### config.mk
export PLATFORM = sky130hd
export DESIGN_NAME = fpu_scheduler
export DESIGN_NICKNAME = d
export VERILOG_FILES = /design/src/rtl/fpu_pkg.sv /design/src/rtl/fpu_scheduler_rr_arbiter2.sv /design/src/rtl/fpu_scheduler.sv
export SDC_FILE = /design/constraint.sdc
export NUM_CORES = 1
export LEC_CHECK = 0
export BUFFER_PORTS_ARGS = -buffer_cell sky130_fd_sc_hd__buf_4
export CAP_MARGIN = 20
export CORE_MARGIN = 1
export CORE_UTILIZATION = 41
export DETAILED_ROUTE_END_ITERATION = 12
export PLACE_DENSITY = 0.76
export SYNTH_ARGS = -nofsm -noshare
export SYNTH_HDL_FRONTEND = slang
export SYNTH_HIERARCHICAL = 1
export SYNTH_SLANG_ARGS = --single-unit
### constraint.sdc
create_clock -name clock_100Khz -period 1.95 [get_ports clock_100Khz]
set_input_delay 0.0975 -clock clock_100Khz [delete_from_list [all_inputs] [get_ports clock_100Khz]]
set_output_delay 0.0975 -clock clock_100Khz [all_outputs]
set_load 0.005 [all_outputs]
### src/rtl/fpu_pkg.sv
// Shared FPU definitions: word layout, result status codes and scheduler state.
// Used by both the scheduler and the FPU datapath.
package fpu_pkg;

    localparam int unsigned EXP_W  = 10;
    localparam int unsigned MANT_W = 21;
    localparam int unsigned WORD_W = 32;

    typedef enum logic [1:0] {
        EXACT    = 2'd0,
        INEXACT  = 2'd1,
        OVERFLOW = 2'd2,
        INVALID  = 2'd3
    } status_t;

    typedef enum logic [1:0] {
        ST_IDLE    = 2'd0,
        ST_ISSUE   = 2'd1,
        ST_WAIT    = 2'd2,
        ST_RESPOND = 2'd3
    } sched_state_t;

    typedef struct packed {
        logic              sign;
        logic [EXP_W-1:0]  exp;
        logic [MANT_W-1:0] mant;
    } fp_word_t;

    function automatic fp_word_t to_fp_word(input logic [WORD_W-1:0] w);
        return fp_word_t'(w);
    endfunction

    function automatic logic [1:0] idx_to_onehot(input logic idx);
        return idx ? 2'b10 : 2'b01;
    endfunction

endpackage

### src/rtl/fpu_scheduler_rr_arbiter2.sv
// Two-way round-robin grant: on contention the requester not granted last wins.
module rr_arbiter2 (
    input  logic [1:0] req,
    input  logic       last,
    output logic [1:0] gnt
);

    always_comb begin
        gnt = req;
        if (req == 2'b11) begin
            gnt = last ? 2'b01 : 2'b10;
        end
    end

endmodule

### src/rtl/fpu_scheduler.sv
// Shares one FPU between two requesters; one operation in flight at a time,
// with a bounded wait for the FPU and a timeout response if it never completes.
module fpu_scheduler
    import fpu_pkg::*;
#(
    parameter int unsigned TIMEOUT_CYCLES = 64
) (
    input  logic              clock_100Khz,
    input  logic              reset,
    input  logic [1:0]        req_valid,
    output logic [1:0]        req_ready,
    input  logic [WORD_W-1:0] req0_op_a,
    input  logic [WORD_W-1:0] req0_op_b,
    input  logic [WORD_W-1:0] req1_op_a,
    input  logic [WORD_W-1:0] req1_op_b,
    output logic [1:0]        rsp_valid,
    input  logic [1:0]        rsp_ready,
    output logic [WORD_W-1:0] rsp_data,
    output status_t           rsp_status,
    output logic [WORD_W-1:0] fpu_op_a,
    output logic [WORD_W-1:0] fpu_op_b,
    output logic              fpu_start,
    input  logic              fpu_done,
    input  logic [WORD_W-1:0] fpu_result,
    input  status_t           fpu_status,
    output logic              timeout_err
);

    localparam int unsigned      CNT_W    = $clog2(TIMEOUT_CYCLES) + 1;
    localparam logic [CNT_W-1:0] CNT_LAST = CNT_W'(TIMEOUT_CYCLES - 1);

    sched_state_t      state;
    logic              grant_idx;
    logic              last_ptr;
    logic [WORD_W-1:0] op_a_q;
    logic [WORD_W-1:0] op_b_q;
    logic [CNT_W-1:0]  wait_cnt;
    logic [1:0]        arb_gnt;
    logic              accept;
    logic              wait_expired;

    rr_arbiter2 u_arb (
        .req  (req_valid),
        .last (last_ptr),
        .gnt  (arb_gnt)
    );

    // Outputs are gated by reset so req_ready cannot leak a grant while held in reset.
    always_comb begin
        req_ready    = '0;
        rsp_valid    = '0;
        fpu_start    = 1'b0;
        timeout_err  = 1'b0;
        fpu_op_a     = '0;
        fpu_op_b     = '0;
        wait_expired = (wait_cnt == CNT_LAST);
        if (reset) begin
            case (state)
                ST_IDLE: begin
                    req_ready = arb_gnt;
                end
                ST_ISSUE: begin
                    fpu_start = 1'b1;
                    fpu_op_a  = op_a_q;
                    fpu_op_b  = op_b_q;
                end
                ST_WAIT: begin
                    fpu_op_a    = op_a_q;
                    fpu_op_b    = op_b_q;
                    timeout_err = wait_expired & ~fpu_done;
                end
                default: begin
                    rsp_valid = idx_to_onehot(grant_idx);
                end
            endcase
        end
    end

    assign accept = |(req_valid & req_ready);

    always_ff @(posedge clock_100Khz or negedge reset) begin
        if (!reset) begin
            state      <= ST_IDLE;
            grant_idx  <= 1'b0;
            last_ptr   <= 1'b1;
            op_a_q     <= '0;
            op_b_q     <= '0;
            wait_cnt   <= '0;
            rsp_data   <= '0;
            rsp_status <= EXACT;
        end else begin
            case (state)
                ST_IDLE: begin
                    if (accept) begin
                        grant_idx <= arb_gnt[1];
                        last_ptr  <= arb_gnt[1];
                        op_a_q    <= arb_gnt[1] ? req1_op_a : req0_op_a;
                        op_b_q    <= arb_gnt[1] ? req1_op_b : req0_op_b;
                        state     <= ST_ISSUE;
                    end
                end
                ST_ISSUE: begin
                    wait_cnt <= '0;
                    state    <= ST_WAIT;
                end
                ST_WAIT: begin
                    // A completion on the last allowed cycle beats the timeout.
                    if (fpu_done) begin
                        rsp_data   <= fpu_result;
                        rsp_status <= fpu_status;
                        state      <= ST_RESPOND;
                    end else if (wait_expired) begin
                        rsp_data   <= '0;
                        rsp_status <= INEXACT;
                        state      <= ST_RESPOND;
                    end else begin
                        wait_cnt <= wait_cnt + CNT_W'(1);
                    end
                end
                default: begin
                    if (rsp_ready[grant_idx]) begin
                        state <= ST_IDLE;
                    end
                end
            endcase
        end
    end

endmodule

==> flow_metrics.py <==
metrics = {
    "run_status": {
        "status": "finished clean",
    },
    "floorplan": {
        "coreArea_um2": 12570,
        "dieHeight_um": 115.5,
        "die_area_um2": 13340,
        "rows": 41,
        "initial_utilization_pct": 42.03,
        "die_x_um": 115.5,
        "boundaryPins": 273,
    },
    "global_routing": {
        "grt_max_degree": 89,
        "grt_use_total_pct": 23.04,
        "antenna_found_initial": 0,
        "grt_pass1_vias": 4901,
        "grt_pass1_wl_mm": 23.91,
        "grt.overflow.total": 0,
    },
    "yosys": {
        "syn_area_um2": 5283,
        "async_reset_ff_share_pct": 100.0,
        "yosysWarnings": 6,
        "synth.avg_cell_area_um2": 10.32,
        "synth_seq_area_share_pct": 51.66,
        "synthTopCellsByArea": "dfrtp_1 51%, mux2i_1 12%, and3_1 8.3%, a21oi_1 6.3%, a22o_1 5.5%",
        "yosysTopAreaCellShare_pct": 51.16,
        "synth_top_flop_cell": "dfrtp_1",
        "yosys_register_bits": 109,
        "yosysTopAreaCell": "dfrtp_1",
        "synth_edf_count": 0,
        "postSynthCellCount": 512,
        "synth_fp_nets": 686,
        "yosysUniqueCellTypes": 38,
    },
    "timing": {
        "fin_crit_ns": 1.911,
        "skew_ns": 0.006250,
        "holdWs_ns": 0.04010,
        "maxSlewViolCount": 0,
        "setup_viol": 0,
        "rsz0062_at_grt": "true",
        "max_freq_mhz": 523.2,
        "relSlewSlack_pct": 62.32,
        "worst_slew_pin_slew_ns": 0.5652,
        "hold_viol_final": 0,
        "finalCritPeriodShare_pct": 98.01,
    },
    "routing": {
        "wl_met2_mm": 8.243,
        "drc": 0,
        "firstDrtPassIters": 7,
        "ant_nets": 0,
        "wire_per_inst_um": 15.82,
        "num_vias": 5015,
        "vias_per_cell": 5.144,
        "wl_met3_mm": 1.036,
        "wl_met1_mm": 5.825,
        "top_layer_used": "met4",
        "drtIter0Drc": 258,
        "wl_mm": 15.43,
    },
    "clock_network": {
        "cts.sinks": 109,
        "cts.root.buffer_cell": "clkbuf_16",
        "cts_tree": "done",
        "numCtsBuffers": 9,
        "insertion_delay_ns": 0.36,
        "clk_pin_slew_ns": 0.07,
        "cts_max_level": 3,
        "clock_path_buffers": 2,
    },
    "placement": {
        "dp.cells": 923,
        "place_area_um2": 7522,
        "dp_hpwl_mm": 10.54,
        "port_buffers": 272,
        "gp_congestion": 0.8351,
    },
    "layout": {
        "final_util_pct": 65.21,
        "final_nets": 972,
        "antenna-diode-count": 0,
        "syn_to_final_growth_pct": 55.14,
        "drive_gt1_share_pct": 39.10,
        "fill_cells": 977,
        "fin_cells": 975,
        "design_area_um2": 8195,
    },
    "worst_setup_path": {
        "critPathBufInv": 1,
        "crit_slowest_cell": "dfrtp_1",
        "setup.worst_path.class": "flip-flop to flip-flop",
        "max_stage_delay_ns": 0.40,
        "critical-path-top-delay-family": "compound AO/OA/AOI/OAI gates",
        "cp_data_required_time_ns": 2.19,
        "critical_path_peak_fanout": 4,
        "crit_path_start_kind": "flip-flop",
        "arrival_ns": 2.15,
        "path_cells": "inv_1 > ha_1 > or2_2 > a2111oi_2 > a211o_1 > mux2_4",
        "end_kind": "flip-flop",
    },
    "power": {
        "total_power_uw": 10850,
        "vdd_drop_max_uv": 967.5,
        "leakage_uw": 0.004234,
        "cellPowerDensity_nw_per_um2": 1324,
    },
    "hold_path": {
        "hold_class": "primary input to flip-flop",
    },
    "flow_run": {
        "cap_violations": 0,
    },
}
## state kept, by name, indices dropped and copies added (netlist names)
name / cells
op_a_q: 32
op_b_q: 32
rsp_data: 32
wait_cnt: 7
rsp_status: 2
state: 2
grant_idx: 1
last_ptr: 1
## layer usage
layer  track usage [%]  vias to the layer above
li1                  -                     2390
met1             25.62                     2414
met3             6.538                       27
met2             42.40                      184
met4             7.186                        0
met5                 0                        -
## cells in the mapped netlist (2+ instances only)
cell      count
a21oi_1      66
a22o_1       33
a31oi_1       2
and2_1        4
and3_1       70
buf_2        19
clkbuf_1     26
dfrtp_1     108
ha_1          5
inv_1         4
mux2_2        2
mux2i_1      65
nand2_1       7
nand2b_1      2
nand3_1       4
nor2_1       68
nor2b_1       4
o211ai_1      2
or3_1         2
## placed cells by master (no fill, tap or decap), drive strengths merged, types with 3 or more instances in the layout
master,instances
nand2,8
and2,4
nand3,4
a22o,33
nor2b,4
ha,5
mux2,3
dfrtp,108
buf,285
clkbuf,9
and3,70
mux2i,65
a21oi,66
nor2,68
clkinvlp,3
inv,5
dlygate4sd3,35
## where the power goes
group	total [uW]	internal, uW	leakage [uW]	switching [uW]
clock	1870	1000	0.000138	865
sequential	3970	3340	0.00127	632
combinational	5010	2750	0.00282	2260
## worst paths after layout
check / startpoint / end / slack (ns) / cells past startpoint
worst max-delay path: state[1] / state[1] / 0.04 / 6
worst min-delay path: req0_op_a[17] / op_a_q[17] / 0.04 / 3
worst max register to register: state[1] / state[1] / 0.04 / 6
worst min register to register: rsp_data[30] / rsp_data[30] / 0.51 / 1
max in group asynchronous: reset / rsp_data[4] / 1.12 / 3
min in group asynchronous: reset / op_a_q[9] / 0.34 / 3
## logic make-up after synthesis
kind of cell | after synthesis | synth area share, %
compound gates | 114 | 13.88
fa+ha+maj | 5 | 1.184
buf+inv | 49 | 3.932
flops | 109 | 51.66
mux | 68 | 13.03
simple gates | 167 | 16.32
## per-stage QoR
| step | setup slack (ns) | setup TNS, ns |
|---|---|---|
| floorplan | 0.09876 | 0 |
| global placement | 0.05070 | 0 |
| detailed placement | -0.04125 | -0.04125 |
| CTS | 0.02799 | 0 |
| global route | -0.05075 | -0.4565 |
| finish | 0.03882 | 0 |
## worst min-delay path, cell delays in order
cell,delay (ns)
buf_4,0.08
mux2i_1,0.05
a21oi_1,0.13
## timing repair
action / 4_1_cts / 5_1_grt
endpoints found under the setup margin: 1 / 51
buffers inserted: 1 / 0
pin swaps: 1 / 1
resized for setup: 2 / 2
hold buffers: 35 / 0
endpoints found under the hold margin: 142 / 0
## cell type report
class / instances / area, um^2 / area share (%)
Timing Repair Buffer: 320 / 2556 / 31.19
Tap cell: 172 / 215.2 / 2.626
Inverter: 4 / 15.01 / 0.1832
Clock inverter: 7 / 75.07 / 0.9160
Sequential cell: 109 / 2729 / 33.30
Multi-Input combinational cell: 354 / 2380 / 29.04
Clock buffer: 9 / 225.2 / 2.748
Power figures use the tool's default switching activity.
